`src/rtl/sr_ignition_if.sv`:
```
// ============================================================================
// Module  : sr_ignition_if
// Brief   : Control and status bundle between the SR ignition controller and
//           its neighbours (alignment detector upstream, coupling stage down).
// Rev     : 1.0 - initial release
// ============================================================================
`default_nettype none

interface sr_ignition_if #(
    parameter int WIDTH = 18
);
    logic                    clk_en;
    logic                    enable;
    logic signed [WIDTH-1:0] ignition_sensitivity;
    logic                    sr_event;
    logic [2:0]              state;
    logic                    armed;
    logic                    ignition_active;
    logic                    ignition_start;
    logic signed [WIDTH-1:0] ignition_gain;
    logic [15:0]             ignition_count;

    modport master (
        output clk_en, enable, ignition_sensitivity, sr_event,
        input  state, armed, ignition_active, ignition_start,
               ignition_gain, ignition_count
    );

    modport slave (
        input  clk_en, enable, ignition_sensitivity, sr_event,
        output state, armed, ignition_active, ignition_start,
               ignition_gain, ignition_count
    );
endinterface

`default_nettype wire

```
`src/rtl/sr_ignition_controller.sv`:
```
// ============================================================================
// Module  : sr_ignition_controller
// Brief   : Arms on sustained ignition sensitivity, fires a fixed ignition
//           window on the next SR event, then holds off for a refractory time.
//           Optional macro IGNITION_ENVELOPE_EN turns the gain into a ramp.
// Rev     : 1.0 - initial release
// ============================================================================
`default_nettype none

module sr_ignition_controller #(
    parameter int WIDTH         = 18,
    parameter int FRAC          = 14,
    parameter int ARM_THRESH    = 8192,
    parameter int DISARM_THRESH = 6554,
    parameter int DWELL_TICKS   = 4,
    parameter int IGNITE_TICKS  = 8,
    parameter int REFRACT_TICKS = 16,
    parameter int RAMP_STEP     = 4096
) (
    input  wire logic     clk,
    input  wire logic     rst_n,
    sr_ignition_if.slave  bus
);

    localparam logic [2:0] S_IDLE    = 3'd0;
    localparam logic [2:0] S_ARMING  = 3'd1;
    localparam logic [2:0] S_ARMED   = 3'd2;
    localparam logic [2:0] S_IGNITE  = 3'd3;
    localparam logic [2:0] S_REFRACT = 3'd4;

    localparam logic signed [WIDTH-1:0] ONE        = (WIDTH)'(1 << FRAC);
    localparam logic signed [WIDTH-1:0] ARM_T      = (WIDTH)'(ARM_THRESH);
    localparam logic signed [WIDTH-1:0] DISARM_T   = (WIDTH)'(DISARM_THRESH);
    localparam logic [15:0]             DWELL_LAST = 16'(DWELL_TICKS - 1);
    localparam logic [15:0]             IGN_LAST   = 16'(IGNITE_TICKS - 1);
    localparam logic [15:0]             REF_LAST   = 16'(REFRACT_TICKS - 1);

    // Marker block: only present in the hierarchy for an illegal parameter set.
    if (DISARM_THRESH > ARM_THRESH || DWELL_TICKS < 1 || IGNITE_TICKS < 1 ||
        REFRACT_TICKS < 1 || DWELL_TICKS > 65535 || IGNITE_TICKS > 65535 ||
        REFRACT_TICKS > 65535 || RAMP_STEP < 0) begin : g_illegal_params
    end

    logic [2:0]              state_q, state_d;
    logic [15:0]             cnt_q, cnt_d;
    logic [15:0]             count_q, count_d;
    logic                    armed_q, armed_d;
    logic                    active_q, active_d;
    logic                    start_q, start_d;
    logic signed [WIDTH-1:0] gain_q, gain_d;

    logic w_tick;
    logic w_arm;
    logic w_disarm;

    assign w_tick   = bus.clk_en;
    assign w_arm    = bus.enable && ($signed(bus.ignition_sensitivity) >= ARM_T);
    assign w_disarm = !bus.enable || ($signed(bus.ignition_sensitivity) < DISARM_T);

    always_ff @(posedge clk or negedge rst_n) begin
        if (!rst_n) begin
            state_q  <= S_IDLE;
            cnt_q    <= '0;
            count_q  <= '0;
            armed_q  <= 1'b0;
            active_q <= 1'b0;
            start_q  <= 1'b0;
            gain_q   <= '0;
        end else begin
            state_q  <= state_d;
            cnt_q    <= cnt_d;
            count_q  <= count_d;
            armed_q  <= armed_d;
            active_q <= active_d;
            start_q  <= start_d;
            gain_q   <= gain_d;
        end
    end

    always_comb begin
        state_d = state_q;
        cnt_d   = cnt_q;
        count_d = count_q;
        if (w_tick) begin
            case (state_q)
                S_IDLE: begin
                    if (w_arm) begin
                        state_d = S_ARMING;
                        cnt_d   = '0;
                    end
                end
                S_ARMING: begin
                    if (w_disarm) begin
                        state_d = S_IDLE;
                    end else if (cnt_q == DWELL_LAST) begin
                        state_d = S_ARMED;
                        cnt_d   = '0;
                    end else begin
                        cnt_d = cnt_q + 16'd1;
                    end
                end
                S_ARMED: begin
                    // An SR event wins over a simultaneous disarm condition.
                    if (bus.sr_event) begin
                        state_d = S_IGNITE;
                        cnt_d   = '0;
                        count_d = (count_q == 16'hFFFF) ? count_q : count_q + 16'd1;
                    end else if (w_disarm) begin
                        state_d = S_IDLE;
                    end
                end
                S_IGNITE: begin
                    if (cnt_q == IGN_LAST) begin
                        state_d = S_REFRACT;
                        cnt_d   = '0;
                    end else begin
                        cnt_d = cnt_q + 16'd1;
                    end
                end
                S_REFRACT: begin
                    if (cnt_q == REF_LAST) begin
                        state_d = S_IDLE;
                        cnt_d   = '0;
                    end else begin
                        cnt_d = cnt_q + 16'd1;
                    end
                end
                default: begin
                    state_d = S_IDLE;
                    cnt_d   = '0;
                end
            endcase
        end
    end

`ifdef IGNITION_ENVELOPE_EN
    localparam logic signed [WIDTH:0] ONE_X  = (WIDTH+1)'(1 << FRAC);
    localparam logic signed [WIDTH:0] RAMP_X = (WIDTH+1)'(RAMP_STEP);

    logic signed [WIDTH:0] w_gain_up;
    logic signed [WIDTH:0] w_gain_dn;

    assign w_gain_up = {gain_q[WIDTH-1], gain_q} + RAMP_X;
    assign w_gain_dn = {gain_q[WIDTH-1], gain_q} - RAMP_X;
`endif

    always_comb begin
        armed_d  = (state_d == S_ARMED);
        active_d = (state_d == S_IGNITE);
        start_d  = (state_q == S_ARMED) && (state_d == S_IGNITE);
`ifdef IGNITION_ENVELOPE_EN
        // Ramp follows the state the tick was spent in, not the one entered.
        gain_d = gain_q;
        if (w_tick) begin
            if (state_q == S_IGNITE) begin
                gain_d = (w_gain_up >= ONE_X) ? ONE : w_gain_up[WIDTH-1:0];
            end else begin
                gain_d = (w_gain_dn < 0) ? '0 : w_gain_dn[WIDTH-1:0];
            end
        end
`else
        gain_d = active_d ? ONE : '0;
`endif
    end

    assign bus.state           = state_q;
    assign bus.armed           = armed_q;
    assign bus.ignition_active = active_q;
    assign bus.ignition_start  = start_q;
    assign bus.ignition_gain   = gain_q;
    assign bus.ignition_count  = count_q;

endmodule

`default_nettype wire

```
`src/flat_wrapper.sv`:
```
// flat-port wrapper written by rule: the top's interface ports become plain ports
module sr_ignition_controller_flat 
#(
    parameter int WIDTH         = 18,
    parameter int FRAC          = 14,
    parameter int ARM_THRESH    = 8192,
    parameter int DISARM_THRESH = 6554,
    parameter int DWELL_TICKS   = 4,
    parameter int IGNITE_TICKS  = 8,
    parameter int REFRACT_TICKS = 16,
    parameter int RAMP_STEP     = 4096
)
  (clk, rst_n, bus_clk_en, bus_enable, bus_ignition_sensitivity, bus_sr_event, bus_state, bus_armed, bus_ignition_active, bus_ignition_start, bus_ignition_gain, bus_ignition_count);
  sr_ignition_if #(.WIDTH(WIDTH)) bus_i ();
  input  wire logic clk;
  input  wire logic rst_n;
  input wire logic [$bits(bus_i.clk_en)-1:0] bus_clk_en;
  input wire logic [$bits(bus_i.enable)-1:0] bus_enable;
  input wire logic [$bits(bus_i.ignition_sensitivity)-1:0] bus_ignition_sensitivity;
  input wire logic [$bits(bus_i.sr_event)-1:0] bus_sr_event;
  output wire logic [$bits(bus_i.state)-1:0] bus_state;
  output wire logic [$bits(bus_i.armed)-1:0] bus_armed;
  output wire logic [$bits(bus_i.ignition_active)-1:0] bus_ignition_active;
  output wire logic [$bits(bus_i.ignition_start)-1:0] bus_ignition_start;
  output wire logic [$bits(bus_i.ignition_gain)-1:0] bus_ignition_gain;
  output wire logic [$bits(bus_i.ignition_count)-1:0] bus_ignition_count;
  assign bus_i.clk_en = bus_clk_en;
  assign bus_i.enable = bus_enable;
  assign bus_i.ignition_sensitivity = bus_ignition_sensitivity;
  assign bus_i.sr_event = bus_sr_event;
  assign bus_state = bus_i.state;
  assign bus_armed = bus_i.armed;
  assign bus_ignition_active = bus_i.ignition_active;
  assign bus_ignition_start = bus_i.ignition_start;
  assign bus_ignition_gain = bus_i.ignition_gain;
  assign bus_ignition_count = bus_i.ignition_count;
  sr_ignition_controller #(.WIDTH(WIDTH), .FRAC(FRAC), .ARM_THRESH(ARM_THRESH), .DISARM_THRESH(DISARM_THRESH), .DWELL_TICKS(DWELL_TICKS), .IGNITE_TICKS(IGNITE_TICKS), .REFRACT_TICKS(REFRACT_TICKS), .RAMP_STEP(RAMP_STEP)) u_core (.clk(clk), .rst_n(rst_n), .bus(bus_i));
endmodule
```
`config.mk`:
```
export PLATFORM = sky130hd
export DESIGN_NAME = sr_ignition_controller_flat
export DESIGN_NICKNAME = d
export VERILOG_FILES = /design/src/rtl/sr_ignition_if.sv /design/src/rtl/sr_ignition_controller.sv /design/src/flat_wrapper.sv
export SDC_FILE = /design/constraint.sdc
export NUM_CORES = 1
export LEC_CHECK = 0
export BUFFER_PORTS_ARGS = -buffer_cell sky130_fd_sc_hd__buf_2
export CORE_MARGIN = 4
export CORE_UTILIZATION = 30
export DETAILED_ROUTE_END_ITERATION = 10
export SYNTH_ARGS = -nofsm -noshare
export SYNTH_HDL_FRONTEND = slang
export SYNTH_SLANG_ARGS = --single-unit
```
`constraint.sdc`:
```
create_clock -name clk -period 2.9 [get_ports clk]
set_input_delay 0.145 -clock clk [delete_from_list [all_inputs] [get_ports clk]]
set_output_delay 0.145 -clock clk [all_outputs]
set_load 0.05 [all_outputs]
```
==> impl_metrics.yaml <==
layout:
  n_antenna_cell: 0
  multi_input_area_um2: 1270
  n_fill_cell: 791
  fin_cells: 386
  area_growth_syn_to_layout_pct: 14.8
  postLayoutCoreUtil_pct: 35.4
  drive_above_1_share_pct: 23.9
  fin_nets: 308
  seq_area_um2: 951
clock_tree:
  postCtsHoldBufs: 1
  clk_latency_ns: 0.29
  numCtsBuffers: 5
  cts_root_buf: "clkbuf_8"
  clk_pin_slew_ns: 0.09
  cts_buffer_depth: 2
  ctsHtreeMaxLevel: 2
  cts_resized: 0
  postCtsSetupBuffers: 0
  cts_tree: "built"
  clock-sinks: 38
place:
  dp_hpwl_um: 3830
  portBuffers: 44
  place.gp.congestion: 0.797
  dp.cells: 377
timing:
  finalMaxSlewViolations: 0
  fmax_mhz: 413
  final_hold_viol_count: 0
  final.setup.tns_ns: 0
  finalSetupViolations: 0
  fin_hold_ws_ns: 0.173
  skew_ns: 0.00705
  period_share_pct: 83.6
  tightest_slew_ns: 0.862
  rsz0062_at_grt: "no"
  slew_headroom_pct: 42.5
  period_needed_ns: 2.42
synthesis:
  synth.avg_cell_area_um2: 9.77
  synth_edf_count: 0
  yosysMostFrequentCell: "dfrtp_1"
  synth_top_cell_by_area: "dfrtp_1"
  yosysWarnings: 0
  synth_flop_cell: "dfrtp_1"
  syn_inst: 244
  ys_types: 60
  ys_seq_area_share_pct: 39.9
  synth_top_area_share_pct: 39.9
  synthTopCellsByArea: "dfrtp_1 (40%), buf_4 (5.7%), xnor2_1 (5.1%)"
  synth_seq_cells: 38
  netlist_area_um2: 2380
  yosys-top-cells-count: "dfrtp_1 (38), nand2_1 (22), nand3_1 (20)"
  synthArstFlopShare_pct: 100
power_and_ir_drop:
  leakagePower_nw: 1.30
  peakVddDrop_v: 0.000324
  power_density_nw_per_um2: 512
global_route:
  grt_pass1_vias: 1895
  grt_max_degree: 39
  grt_pass1_wl_um: 9010
  grt.total_usage_pct: 11.4
  antenna_found_initial: 0
  grt-ovfl-total: 0
detailed_routing:
  drc: 0
  wl_per_cell_um: 13.9
  drt-pass1-iter-count: 4
  routed_wl_um: 5360
  ant_nets: 0
  drt_iter0_markers: 88
  viasPerCell: 5.12
  num_vias: 1977
setup_path:
  crit_fanout: 16
  cp_data_required_time_ns: 3.05
  r2r_cells: 5
  worstSetupEndpointType: "flop"
  crit_arrival_ns: 2.58
  cp-start-kind: "flop"
  timing.rr.start: "u_core.cnt_q[11]"
  cp-startpoint: "u_core.cnt_q[11]"
  critical_path_class: "reg2reg"
floorplanning:
  coreArea_um2: 7730
  fp.dieW_um: 97.1
  die-height_um: 97.1
  placementRows: 32
  dieArea_um2: 9440
  initial_core_util_pct: 30.8
  io_pins: 63
run_status:
  status: "finished, final reports clean"
job:
  maxCapViolations: 0
min_path:
  min_from: "bus_sr_event"
  hp-class: "in2reg"
  hold_depth: 3
worst max-delay path, stage by stage, from the launching register on:
cell,delay [ns]
dfrtp_1,0.46
or4_4,0.60
o32ai_1,0.36
o211ai_2,0.38
nand2b_4,0.32
o311ai_0,0.16
report_power, final:
part           switching [W]  total [W]  internal, W
Combinational       0.000152   0.000229    0.0000768
Sequential         0.0000573   0.000621     0.000564
Clock               0.000207   0.000552     0.000345
Total               0.000416    0.00140     0.000986
worst paths after layout:
| path | slack, ns | endpoint |
|---|---|---|
| min | 0.17 | u_core.bus.ignition_start |
| max reg2reg | 0.48 | u_core.cnt_q[3] |
| max | 0.48 | u_core.cnt_q[3] |
| min reg2reg | 0.49 | u_core.bus.ignition_count[12] |
| min in group asynchronous | 0.50 | u_core.bus.ignition_count[0] |
| max in group asynchronous | 1.85 | u_core.cnt_q[4] |
layout by cell type (no fill, tap or decap), types with 5 or more instances in the layout:
cell	n
xnor2_1	14
conb_1	17
a21oi_1	5
o31ai_1	6
buf_2	44
nand3_1	20
dfrtp_1	38
o311ai_0	5
nand4_1	9
clkbuf_8	5
nor2_1	5
and4_1	5
and3_1	11
nand2_1	22
layout make-up:
type / instances / share of cell area, %
clock buffer: 5 / 2.52
clock inverter: 3 / 2.52
timing repair buffer: 46 / 8.69
tap: 102 / 4.67
sequential: 38 / 34.8
multi-input combinational: 190 / 46.6
inverter: 2 / 0.274
routing by layer:
metal | up-vias | share of wire, % | GRT usage [%]
met3 | 8 | 5.1 | 2.80
met2 | 46 | 48 | 18.3
met5 | - | 0 | 0
li1 | 962 | - | -
met4 | 0 | 1.7 | 4.00
met1 | 961 | 45 | 15.0
per-stage QoR:
stage	total power (W)	cell area (µm²)	setup slack (ns)
final	0.00140	2740	0.476
after global routing	0.00147	2740	0.242
after CTS	0.00142	2740	0.442
after detailed placement	0.000860	2590	0.472
after global placement	0.000853	2590	0.485
after floorplan	0.000822	2440	0.664
cells by family (layout without fill, tap and decap cells):
group / count (synthesis) / in the layout / share of synthesized area [%]
compound gates: 50 / 50 / 16.9
buf+inv: 32 / 56 / 9.19
mux: 1 / 1 / 0.630
simple gates: 105 / 105 / 26.7
xor+xnor: 15 / 15 / 5.51
other cells: 1 / 17 / 0.157
fa+ha+maj: 2 / 2 / 1.05
flops: 38 / 38 / 39.9
state kept, by name, indices dropped and copies added, names as in the netlist:
| register | flops |
|---|---|
| u_core.bus.ignition_count | 16 |
| u_core.bus.armed | 1 |
| u_core.bus.state | 3 |
| u_core.cnt_q | 16 |
| u_core.bus.ignition_start | 1 |
| u_core.bus.ignition_gain | 1 |
No activity file was read; power rests on OpenSTA's default activity.
